<file path="src/rtl/digital_pfd_if.sv">
// digital_pfd_if: groups the clock inputs and the detector outputs of
// digital_pfd into one bundle.
//   master : drives clk_ref/clk_fb, observes the detector outputs
//   slave  : the detector itself
// Signals: clk_ref, clk_fb (async clocks sampled as data), up, dn,
//          phase_err (signed CNT_W), err_valid, locked.
interface digital_pfd_if #(
  parameter int unsigned CNT_W = 8
);
  logic                    clk_ref;
  logic                    clk_fb;
  logic                    up;
  logic                    dn;
  logic signed [CNT_W-1:0] phase_err;
  logic                    err_valid;
  logic                    locked;

  modport master (
    output clk_ref, clk_fb,
    input  up, dn, phase_err, err_valid, locked
  );

  modport slave (
    input  clk_ref, clk_fb,
    output up, dn, phase_err, err_valid, locked
  );
endinterface

</file>
<file path="src/rtl/digital_pfd.sv">
// digital_pfd: sampled phase-frequency detector. Oversamples clk_ref and the
// divided feedback clk_fb on clk_sys, measures the distance between their
// rising edges in clk_sys cycles and reports it as a signed word, with
// UP/DN pulses and a lock indicator.
// Ports:
//   clk_sys - sampling clock, all logic on its rising edge
//   rst_n   - synchronous active-low reset
//   bus     - digital_pfd_if.slave: clk_ref, clk_fb in; up, dn, phase_err,
//             err_valid, locked out
// Optional: define DPFD_TIMEOUT_EN to abort a window whose count saturates
// (reports +/-saturation and drops lock); otherwise the count holds at
// saturation until the opposite edge arrives.
module digital_pfd #(
  parameter int unsigned SYNC_STAGES = 2,
  parameter int unsigned CNT_W       = 8,
  parameter int unsigned LOCK_THRESH = 2,
  parameter int unsigned LOCK_CYCLES = 16
) (
  input logic          clk_sys,
  input logic          rst_n,
  digital_pfd_if.slave bus
);

  localparam int unsigned GOOD_W = $clog2(LOCK_CYCLES + 1);
  localparam logic [CNT_W-2:0]  CNT_SAT  = '1;
  localparam logic [CNT_W-2:0]  CNT_ONE  = {{(CNT_W-2){1'b0}}, 1'b1};
  localparam logic [CNT_W-1:0]  THRESH   = CNT_W'(LOCK_THRESH);
  localparam logic [GOOD_W-1:0] GOOD_MAX = GOOD_W'(LOCK_CYCLES);

  typedef enum logic [1:0] {IDLE, UP, DN} state_t;

  // synchronizers and edge history
  logic [SYNC_STAGES-1:0] ref_sync, fb_sync;
  logic                   ref_hist, fb_hist;
  logic                   rise_ref, rise_fb;

  always_ff @(posedge clk_sys) begin
    if (!rst_n) begin
      ref_sync <= '0;
      fb_sync  <= '0;
      ref_hist <= 1'b0;
      fb_hist  <= 1'b0;
    end else begin
      ref_sync <= {ref_sync[SYNC_STAGES-2:0], bus.clk_ref};
      fb_sync  <= {fb_sync[SYNC_STAGES-2:0], bus.clk_fb};
      ref_hist <= ref_sync[SYNC_STAGES-1];
      fb_hist  <= fb_sync[SYNC_STAGES-1];
    end
  end

  assign rise_ref = ref_sync[SYNC_STAGES-1] & ~ref_hist;
  assign rise_fb  = fb_sync[SYNC_STAGES-1] & ~fb_hist;

  // window FSM
  state_t           state, state_nx;
  logic [CNT_W-2:0] count, count_nx;
  logic [CNT_W-1:0] cnt_ext;
  logic [CNT_W-1:0] pe_q, pe_nx;
  logic             ev_q, ev_nx;
  logic             tmo_q, tmo_nx;
  logic             up_q, dn_q;

  assign cnt_ext = {1'b0, count};

  always_comb begin
    state_nx = state;
    count_nx = count;
    pe_nx    = pe_q;
    ev_nx    = 1'b0;
    tmo_nx   = 1'b0;
    case (state)
      IDLE: begin
        if (rise_ref && rise_fb) begin
          ev_nx = 1'b1;
          pe_nx = '0;
        end else if (rise_ref) begin
          state_nx = UP;
          count_nx = CNT_ONE;
        end else if (rise_fb) begin
          state_nx = DN;
          count_nx = CNT_ONE;
        end
      end
      UP: begin
        if (rise_fb) begin
          ev_nx = 1'b1;
          pe_nx = cnt_ext;
          // a ref edge coinciding with the closing fb edge opens the next window
          if (rise_ref) begin
            state_nx = UP;
            count_nx = CNT_ONE;
          end else begin
            state_nx = IDLE;
            count_nx = '0;
          end
        end else if (count == CNT_SAT) begin
`ifdef DPFD_TIMEOUT_EN
          ev_nx    = 1'b1;
          pe_nx    = cnt_ext;
          tmo_nx   = 1'b1;
          state_nx = IDLE;
          count_nx = '0;
`else
          count_nx = count;
`endif
        end else begin
          count_nx = count + 1'b1;
        end
      end
      DN: begin
        if (rise_ref) begin
          ev_nx = 1'b1;
          pe_nx = -cnt_ext;
          if (rise_fb) begin
            state_nx = DN;
            count_nx = CNT_ONE;
          end else begin
            state_nx = IDLE;
            count_nx = '0;
          end
        end else if (count == CNT_SAT) begin
`ifdef DPFD_TIMEOUT_EN
          ev_nx    = 1'b1;
          pe_nx    = -cnt_ext;
          tmo_nx   = 1'b1;
          state_nx = IDLE;
          count_nx = '0;
`else
          count_nx = count;
`endif
        end else begin
          count_nx = count + 1'b1;
        end
      end
      default: begin
        state_nx = IDLE;
        count_nx = '0;
      end
    endcase
  end

  always_ff @(posedge clk_sys) begin
    if (!rst_n) begin
      state <= IDLE;
      count <= '0;
      pe_q  <= '0;
      ev_q  <= 1'b0;
      tmo_q <= 1'b0;
      up_q  <= 1'b0;
      dn_q  <= 1'b0;
    end else begin
      state <= state_nx;
      count <= count_nx;
      pe_q  <= pe_nx;
      ev_q  <= ev_nx;
      tmo_q <= tmo_nx;
      up_q  <= (state_nx == UP);
      dn_q  <= (state_nx == DN);
    end
  end

  // lock detect, evaluated on the registered strobe so locked follows it by one cycle
  logic [GOOD_W-1:0] good;
  logic              locked_q;
  logic [CNT_W-1:0]  pe_mag;
  logic              in_thresh;

  assign pe_mag    = pe_q[CNT_W-1] ? -pe_q : pe_q;
  assign in_thresh = (pe_mag <= THRESH);

  always_ff @(posedge clk_sys) begin
    if (!rst_n) begin
      good     <= '0;
      locked_q <= 1'b0;
    end else if (ev_q) begin
      if (tmo_q || !in_thresh) begin
        good     <= '0;
        locked_q <= 1'b0;
      end else if (good != GOOD_MAX) begin
        good     <= good + 1'b1;
        locked_q <= ((good + 1'b1) == GOOD_MAX);
      end else begin
        locked_q <= 1'b1;
      end
    end
  end

  assign bus.up        = up_q;
  assign bus.dn        = dn_q;
  assign bus.phase_err = pe_q;
  assign bus.err_valid = ev_q;
  assign bus.locked    = locked_q;

endmodule
</file>
<file path="src/flat_wrapper.sv">
// flat-port wrapper written by rule: the top's interface ports become plain ports
module digital_pfd_flat 
#(
  parameter int unsigned SYNC_STAGES = 2,
  parameter int unsigned CNT_W       = 8,
  parameter int unsigned LOCK_THRESH = 2,
  parameter int unsigned LOCK_CYCLES = 16
)
  (clk_sys, rst_n, bus_clk_ref, bus_clk_fb, bus_up, bus_dn, bus_phase_err, bus_err_valid, bus_locked);
  digital_pfd_if #(.CNT_W(CNT_W)) bus_i ();
  input logic clk_sys;
  input logic rst_n;
  input wire logic [$bits(bus_i.clk_ref)-1:0] bus_clk_ref;
  input wire logic [$bits(bus_i.clk_fb)-1:0] bus_clk_fb;
  output wire logic [$bits(bus_i.up)-1:0] bus_up;
  output wire logic [$bits(bus_i.dn)-1:0] bus_dn;
  output wire logic [$bits(bus_i.phase_err)-1:0] bus_phase_err;
  output wire logic [$bits(bus_i.err_valid)-1:0] bus_err_valid;
  output wire logic [$bits(bus_i.locked)-1:0] bus_locked;
  assign bus_i.clk_ref = bus_clk_ref;
  assign bus_i.clk_fb = bus_clk_fb;
  assign bus_up = bus_i.up;
  assign bus_dn = bus_i.dn;
  assign bus_phase_err = bus_i.phase_err;
  assign bus_err_valid = bus_i.err_valid;
  assign bus_locked = bus_i.locked;
  digital_pfd #(.SYNC_STAGES(SYNC_STAGES), .CNT_W(CNT_W), .LOCK_THRESH(LOCK_THRESH), .LOCK_CYCLES(LOCK_CYCLES)) u_core (.clk_sys(clk_sys), .rst_n(rst_n), .bus(bus_i));
endmodule
</file>
<file path="config.mk">
export PLATFORM = sky130hd
export DESIGN_NAME = digital_pfd_flat
export DESIGN_NICKNAME = d
export VERILOG_FILES = /design/src/rtl/digital_pfd_if.sv /design/src/rtl/digital_pfd.sv /design/src/flat_wrapper.sv
export SDC_FILE = /design/constraint.sdc
export NUM_CORES = 1
export LEC_CHECK = 0
export CAP_MARGIN = 20
export CORE_UTILIZATION = 45
export DETAILED_ROUTE_END_ITERATION = 6
export PLACE_DENSITY = 0.73
export SLEW_MARGIN = 20
export SYNTH_ARGS = -nofsm -noshare
export SYNTH_HDL_FRONTEND = slang
export SYNTH_SLANG_ARGS = --single-unit
</file>
<file path="constraint.sdc">
create_clock -name clk_sys -period 2.2 [get_ports clk_sys]
set_input_delay 0.44 -clock clk_sys [delete_from_list [all_inputs] [get_ports clk_sys]]
set_output_delay 0.44 -clock clk_sys [all_outputs]
set_load 0.03 [all_outputs]
</file>
==> results.sh, run 1 <==
export IMPL_r2r_end="u_core.bus.phase_err[1]$_SDFFE_PN0P_"
export IMPL_fin_nets=252
export IMPL_finalSetupTns_ns=0
export IMPL_place_inst=280
export IMPL_grt_pass1_wl_um=6840
export IMPL_crit_type="reg2reg"
export IMPL_clockRootBuffer="clkbuf_8"
export IMPL_start_util_pct=48.5
export IMPL_viasPerCell=5.67
export IMPL_syn2layout_area_growth_pct=16.4
export IMPL_antenna_cells=0
export IMPL_crit_required_ns=2.41
export IMPL_clock_sinks=32
export IMPL_fin_crit_sh_pct=88.1
export IMPL_tritoncts="built"
export IMPL_r2r_cells=6
export IMPL_cts_repair_resized=0
export IMPL_ys_seq_area_share_pct=34.8
export IMPL_gp_congestion=0.802
export IMPL_drt_pass1_iter_count=4
export IMPL_drv_slew=0
export IMPL_cts_buffers=5
export IMPL_synth_simple_area_share_pct=23.8
export IMPL_synth_top_family_by_area="compound AO/OA/AOI/OAI gates"
export IMPL_wl_per_cell_um=13.9
export IMPL_tightestPinTransition_ns=0.428
export IMPL_async_reset_ff_share_pct=0
export IMPL_dr_total_vias=1633
export IMPL_grt_antenna_before_repair=0
export IMPL_final_common_cell="dfxtp_1"
export IMPL_power_density_mw_per_mm2=582
export IMPL_layout_common_cells="32 x dfxtp_1, 16 x inv_1, 16 x nand2_1"
export IMPL_critPathSlowestCell="or3b_2"
export IMPL_overflow=0
export IMPL_synth_nets=233
export IMPL_cp_max_fo=12
export IMPL_grt_pass1_vias=1471
export IMPL_clk_insertion_delay_late_ns=0.29
export IMPL_muxShareOfSynthArea_pct=2.18
export IMPL_synth_avg_cell_area_sq_um=8.37
export IMPL_cp_arrival_ns=2.15
export IMPL_max_freq_mhz=516
export IMPL_die_x_um=66.0
export IMPL_drc=0
export IMPL_grt_usage_pct=21.1
export IMPL_leakagePower_nw=0.799
export IMPL_synthDistinctLibCells=52
export IMPL_syn_area_sq_mm=0.00184
export IMPL_synth_edf_count=0
export IMPL_ios=16
export IMPL_ys_flop_type="dfxtp_1"
export IMPL_setup_viol=0
export IMPL_yosysWarnings=0
export IMPL_synth_adder_area_share_pct=6.12
export IMPL_routed_wirelength_um=4010
export IMPL_whs_ns=0.437
export IMPL_cap_violations=0
export IMPL_core_area_sq_mm=0.00380
export IMPL_hold_buffers=0
export IMPL_skew_ns=0.00493
export IMPL_fill_cells=366
export IMPL_die_area_sq_mm=0.00435
export IMPL_crit_chain="inv_1, ha_1, o21ai_0, nand3b_1, or3b_2, a21boi_0"
export IMPL_crit_family="simple AND/OR/NAND/NOR gates"
export IMPL_min_delay_worst_endpoint="u_core.fb_sync[1]$_SDFF_PN0_"
export IMPL_drive_above_1_share_pct=9.17
export IMPL_htree_num_levels=2
export IMPL_end_kind="register"
export IMPL_cts_path_max_buffers=2
export IMPL_finalNonFillerCells=288
export IMPL_period_needed_ns=1.94
export IMPL_drt_iter0_markers=95
export IMPL_place_hpwl_um=2930
export IMPL_die_y_um=66.0
export IMPL_r2r_start="u_core.state[0]$_SDFF_PN0_"
export IMPL_grt_start_max_net_pins=13
export IMPL_status="finished, final reports clean"
export IMPL_slew_limit_headroom_pct=71.4
export IMPL_cts_setup_buffers=0
export IMPL_hold_depth=1
export IMPL_clk_pin_slew_ns=0.07
export IMPL_ys_seq_elements=32
export IMPL_max_stage_delay_ns=0.50
export IMPL_synth_compound_area_share_pct=24.1
export IMPL_r2r_slack_ns=0.26
export IMPL_path_buf_inv=1
export IMPL_syn_inst=220
export IMPL_start_kind="register"
export IMPL_hp_class="reg2reg"
export IMPL_ant_nets=0
export IMPL_num_rows=22
export IMPL_rsz0062_at_grt="false"
export IMPL_hold_viol=0
export IMPL_synth_xor_area_share_pct=2.31
export IMPL_hold_path_startpoint="u_core.fb_sync[0]$_SDFF_PN0_"
export IMPL_ir_drop_uv=427
export IMPL_portBuffers=15
[synth_stat cells (5+ instances only)]
cell type | n | area share [%]
a21oi_1 | 12 | 3.3
and2_1 | 9 | 3.1
clkbuf_1 | 7 | 1.4
dfxtp_1 | 32 | 35
ha_1 | 9 | 6.1
inv_1 | 16 | 3.3
nand2_1 | 16 | 3.3
nand2b_1 | 5 | 1.7
nand3_1 | 8 | 2.2
nor2_1 | 15 | 3.1
nor3_1 | 5 | 1.4
o21ai_0 | 10 | 2.7
[kinds of logic (layout without fill, tap and decap cells)]
kind of cell               after synthesis  after routing
AOI/OAI and AO/OA                       62             62
xor gates and xnor gates                 4              4
adders and majority gates                9              9
buffers and inverters                   28             48
DFF                                     32             32
muxes                                    4              4
and+or+nand+nor                         81             81
[worst reg2reg max path: stages, from the launching register on]
cell	delay [ns]
dfxtp_1	0.41
inv_1	0.09
ha_1	0.35
o21ai_0	0.13
nand3b_1	0.20
or3b_2	0.50
a21boi_0	0.18
[cell type report]
class	instances	area [sq um]	share of cell area (%)
inverters	17	63.8	2.98
repair buffers	23	210	9.81
well taps	48	60.1	2.80
flip-flops and latches	32	641	29.9
clock buffers	8	90.1	4.21
multi-input cells	160	1080	50.3
[power breakdown]
| part | internal [mW] | switching [mW] | leakage, nW |
|---|---|---|---|
| Sequential | 0.591 | 0.0124 | 0.259 |
| Clock | 0.255 | 0.222 | 0.0455 |
| Combinational | 0.0739 | 0.0932 | 0.494 |
[worst max-delay path by stage]
stage                                          from                              endpoint  slack (ns)  depth (start not counted)
5_1_grt                  u_core.state[0]$_SDFF_PN0_  u_core.bus.phase_err[1]$_SDFFE_PN0P_        0.07                          6
3_5_place_dp                                  rst_n           u_core.good[2]$_SDFFE_PN0P_        0.28                          5
2_1_floorplan  u_core.bus.phase_err[0]$_SDFFE_PN0P_           u_core.good[2]$_SDFFE_PN0P_        0.24                          6
3_3_place_gp                                  rst_n          u_core.count[4]$_SDFFE_PN0P_        0.38                          5
6_report                 u_core.state[0]$_SDFF_PN0_  u_core.bus.phase_err[1]$_SDFFE_PN0P_        0.26                          6
4_1_cts                  u_core.state[0]$_SDFF_PN0_  u_core.bus.phase_err[1]$_SDFFE_PN0P_        0.27                          6
[registers in the layout, indices dropped and copies added, names as in the netlist, 2 cells and up]
signal / flops
u_core.good: 5
u_core.ref_sync: 2
u_core.fb_sync: 2
u_core.count: 7
u_core.state: 2
u_core.bus.phase_err: 8
[layer usage]
| metal | track usage, % | vias up | routed length [um] |
|---|---|---|---|
| met5 | 0 | - | 0 |
| met4 | 10.6 | 0 | 81 |
| met3 | 5.17 | 8 | 220 |
| met2 | 31.9 | 36 | 1830 |
| met1 | 27.7 | 764 | 1880 |
| li1 | - | 825 | - |
[metrics by stage]
step | cell area [sq um] | power [mW] | worst slack, ns | util [%]
2_1_floorplan | 1840 | 0.739 | 0.239 | -
3_3_place_gp | 2050 | 0.781 | 0.378 | 54.0
3_5_place_dp | 2050 | 0.782 | 0.276 | 54.0
4_1_cts | 2140 | 1.25 | 0.275 | 56.4
5_1_grt | 2140 | 1.30 | 0.0738 | 56.4
6_report | 2140 | 1.25 | 0.262 | 56.4
(Power assumes the default switching activity.)
==> run 2, diff against run 1 <==
Settings changed: CELL_PAD_IN_SITES_DETAIL_PLACEMENT set to 0, CELL_PAD_IN_SITES_GLOBAL_PLACEMENT set to 1, CORE_UTILIZATION 45 to 43, PLACE_DENSITY 0.73 to 0.87.
==> run 2 against run 1 <==
Non-clock buffer count down 2. Sequential cell count unchanged. Maximum frequency grew 3.7%. Worst setup slack improved by 0.069 ns. Sequential power hardly changed. Sequential share of layout area fell by 0.087 points. Cell count down 0.35%. Design area grew 0.29%. First-iteration DRC count shrank 11%.
==> results.sh, run 2 (synthesis results as in run 1) <==
export IMPL_status="finished, final reports clean"
export IMPL_fin_crit_sh_pct=84.9
export IMPL_power_density_mw_per_mm2=585
export IMPL_cts_buffers=5
export IMPL_hold_viol=0
export IMPL_final_util_pct=52.9
export IMPL_die_x_um=67.4
export IMPL_routed_wirelength_um=3820
export IMPL_place_inst=280
export IMPL_num_rows=23
export IMPL_clk_pin_slew_ns=0.06
export IMPL_place_hpwl_um=2740
export IMPL_htree_num_levels=2
export IMPL_gp_congestion=0.810
export IMPL_critPathSlowestCell="clkdlybuf4s50_1"
export IMPL_drt_pass1_iter_count=5
export IMPL_wl_per_cell_um=13.3
export IMPL_pre_cts_ws_ns=0.277
export IMPL_dr_total_vias=1614
export IMPL_fin_ws_ns=0.331
export IMPL_grt_antenna_before_repair=0
export IMPL_skew_ns=0.00681
export IMPL_crit_type="reg2out"
export IMPL_crit_family="buffers and inverters"
export IMPL_tritoncts="built"
export IMPL_end_kind="primary output"
export IMPL_layout_common_cells="32 x dfxtp_1, 16 x inv_1, 16 x nand2_1"
export IMPL_cts_path_max_buffers=2
export IMPL_ant_nets=0
export IMPL_clockRootBuffer="clkbuf_8"
export IMPL_period_needed_ns=1.87
export IMPL_path_buf_inv=1
export IMPL_overflow=0
export IMPL_ios=16
export IMPL_cts_setup_buffers=0
export IMPL_crit_chain="clkdlybuf4s50_1"
export IMPL_cp_max_fo=7
export IMPL_drt_iter0_markers=85
export IMPL_start_kind="register"
export IMPL_hp_class="reg2reg"
export IMPL_p_total_mw=1.26
export IMPL_start_util_pct=45.4
export IMPL_post_route_cell_area_sq_mm=0.00215
export IMPL_die_area_sq_mm=0.00455
export IMPL_largest_register_ff_count=8
export IMPL_leakagePower_nw=0.799
export IMPL_cp_arrival_ns=1.43
export IMPL_setup_viol=0
export IMPL_drv_slew=0
export IMPL_cts_repair_resized=0
export IMPL_grt_start_max_net_pins=21
export IMPL_max_stage_delay_ns=0.71
export IMPL_drc=0
export IMPL_ir_drop_uv=417
export IMPL_grt_pass1_wl_um=6420
export IMPL_finalNonFillerCells=287
export IMPL_crit_required_ns=1.76
export IMPL_portBuffers=15
export IMPL_clk_insertion_delay_late_ns=0.28
export IMPL_drive_above_1_share_pct=8.86
export IMPL_rsz0062_at_grt="false"
export IMPL_fin_nets=250
export IMPL_tightestPinTransition_ns=0.470
export IMPL_final_common_cell="dfxtp_1"
export IMPL_slew_limit_headroom_pct=68.7
export IMPL_max_freq_mhz=535
export IMPL_hold_buffers=0
export IMPL_die_y_um=67.4
export IMPL_syn2layout_area_growth_pct=16.7
export IMPL_whs_ns=0.431
export IMPL_grt_pass1_vias=1446
export IMPL_cap_violations=0
export IMPL_place_area_sq_mm=0.00205
export IMPL_finalSetupTns_ns=0
export IMPL_antenna_cells=0
export IMPL_viasPerCell=5.62
export IMPL_core_area_sq_mm=0.00406
export IMPL_grt_usage_pct=19.2
export IMPL_clock_sinks=32
export IMPL_fill_cells=408
==> run 2: worst reg2reg max path: cells and delay by family (launching register included) <==
| kind | cells | cell delay [ns] |
|---|---|---|
| and+or+nand+nor | 2 | 0.59 |
| DFF | 1 | 0.42 |
| AOI/OAI and AO/OA | 2 | 0.31 |
| adders and majority gates | 1 | 0.36 |
| buffers and inverters | 1 | 0.10 |
==> run 2: routing by layer <==
metal  part of all wire (%)  global-route usage (%)
met1                     50                    24.3
met2                     45                    30.3
met3                    4.0                    4.90
met4                   0.37                    8.78
met5                      0                       0
==> run 2: final cells by class <==
class	count	area (sq um)	area share, %
multi-input combinational	160	1080	50.1
sequential	32	641	29.8
timing repair buffer	21	208	9.67
clock buffer	7	96.3	4.48
inverter	17	63.8	2.97
tap	50	62.6	2.91
==> run 2: power by group <==
part	total (mW)	switching, mW	internal (mW)
logic	0.168	0.0940	0.0744
registers	0.605	0.0131	0.591
clock network	0.483	0.205	0.278
==> run 2: path summary, 6_finish.rpt <==
kind                                                            from                              endpoint  slack, ns  cells after the start
worst max register to register            u_core.state[0]$_SDFF_PN0_  u_core.bus.phase_err[1]$_SDFFE_PN0P_       0.35                      6
worst max-delay path            u_core.bus.phase_err[4]$_SDFFE_PN0P_                      bus_phase_err[4]       0.33                      1
worst min-delay path                    u_core.fb_sync[0]$_SDFF_PN0_          u_core.fb_sync[1]$_SDFF_PN0_       0.43                      1
worst min register to register          u_core.fb_sync[0]$_SDFF_PN0_          u_core.fb_sync[1]$_SDFF_PN0_       0.43                      1
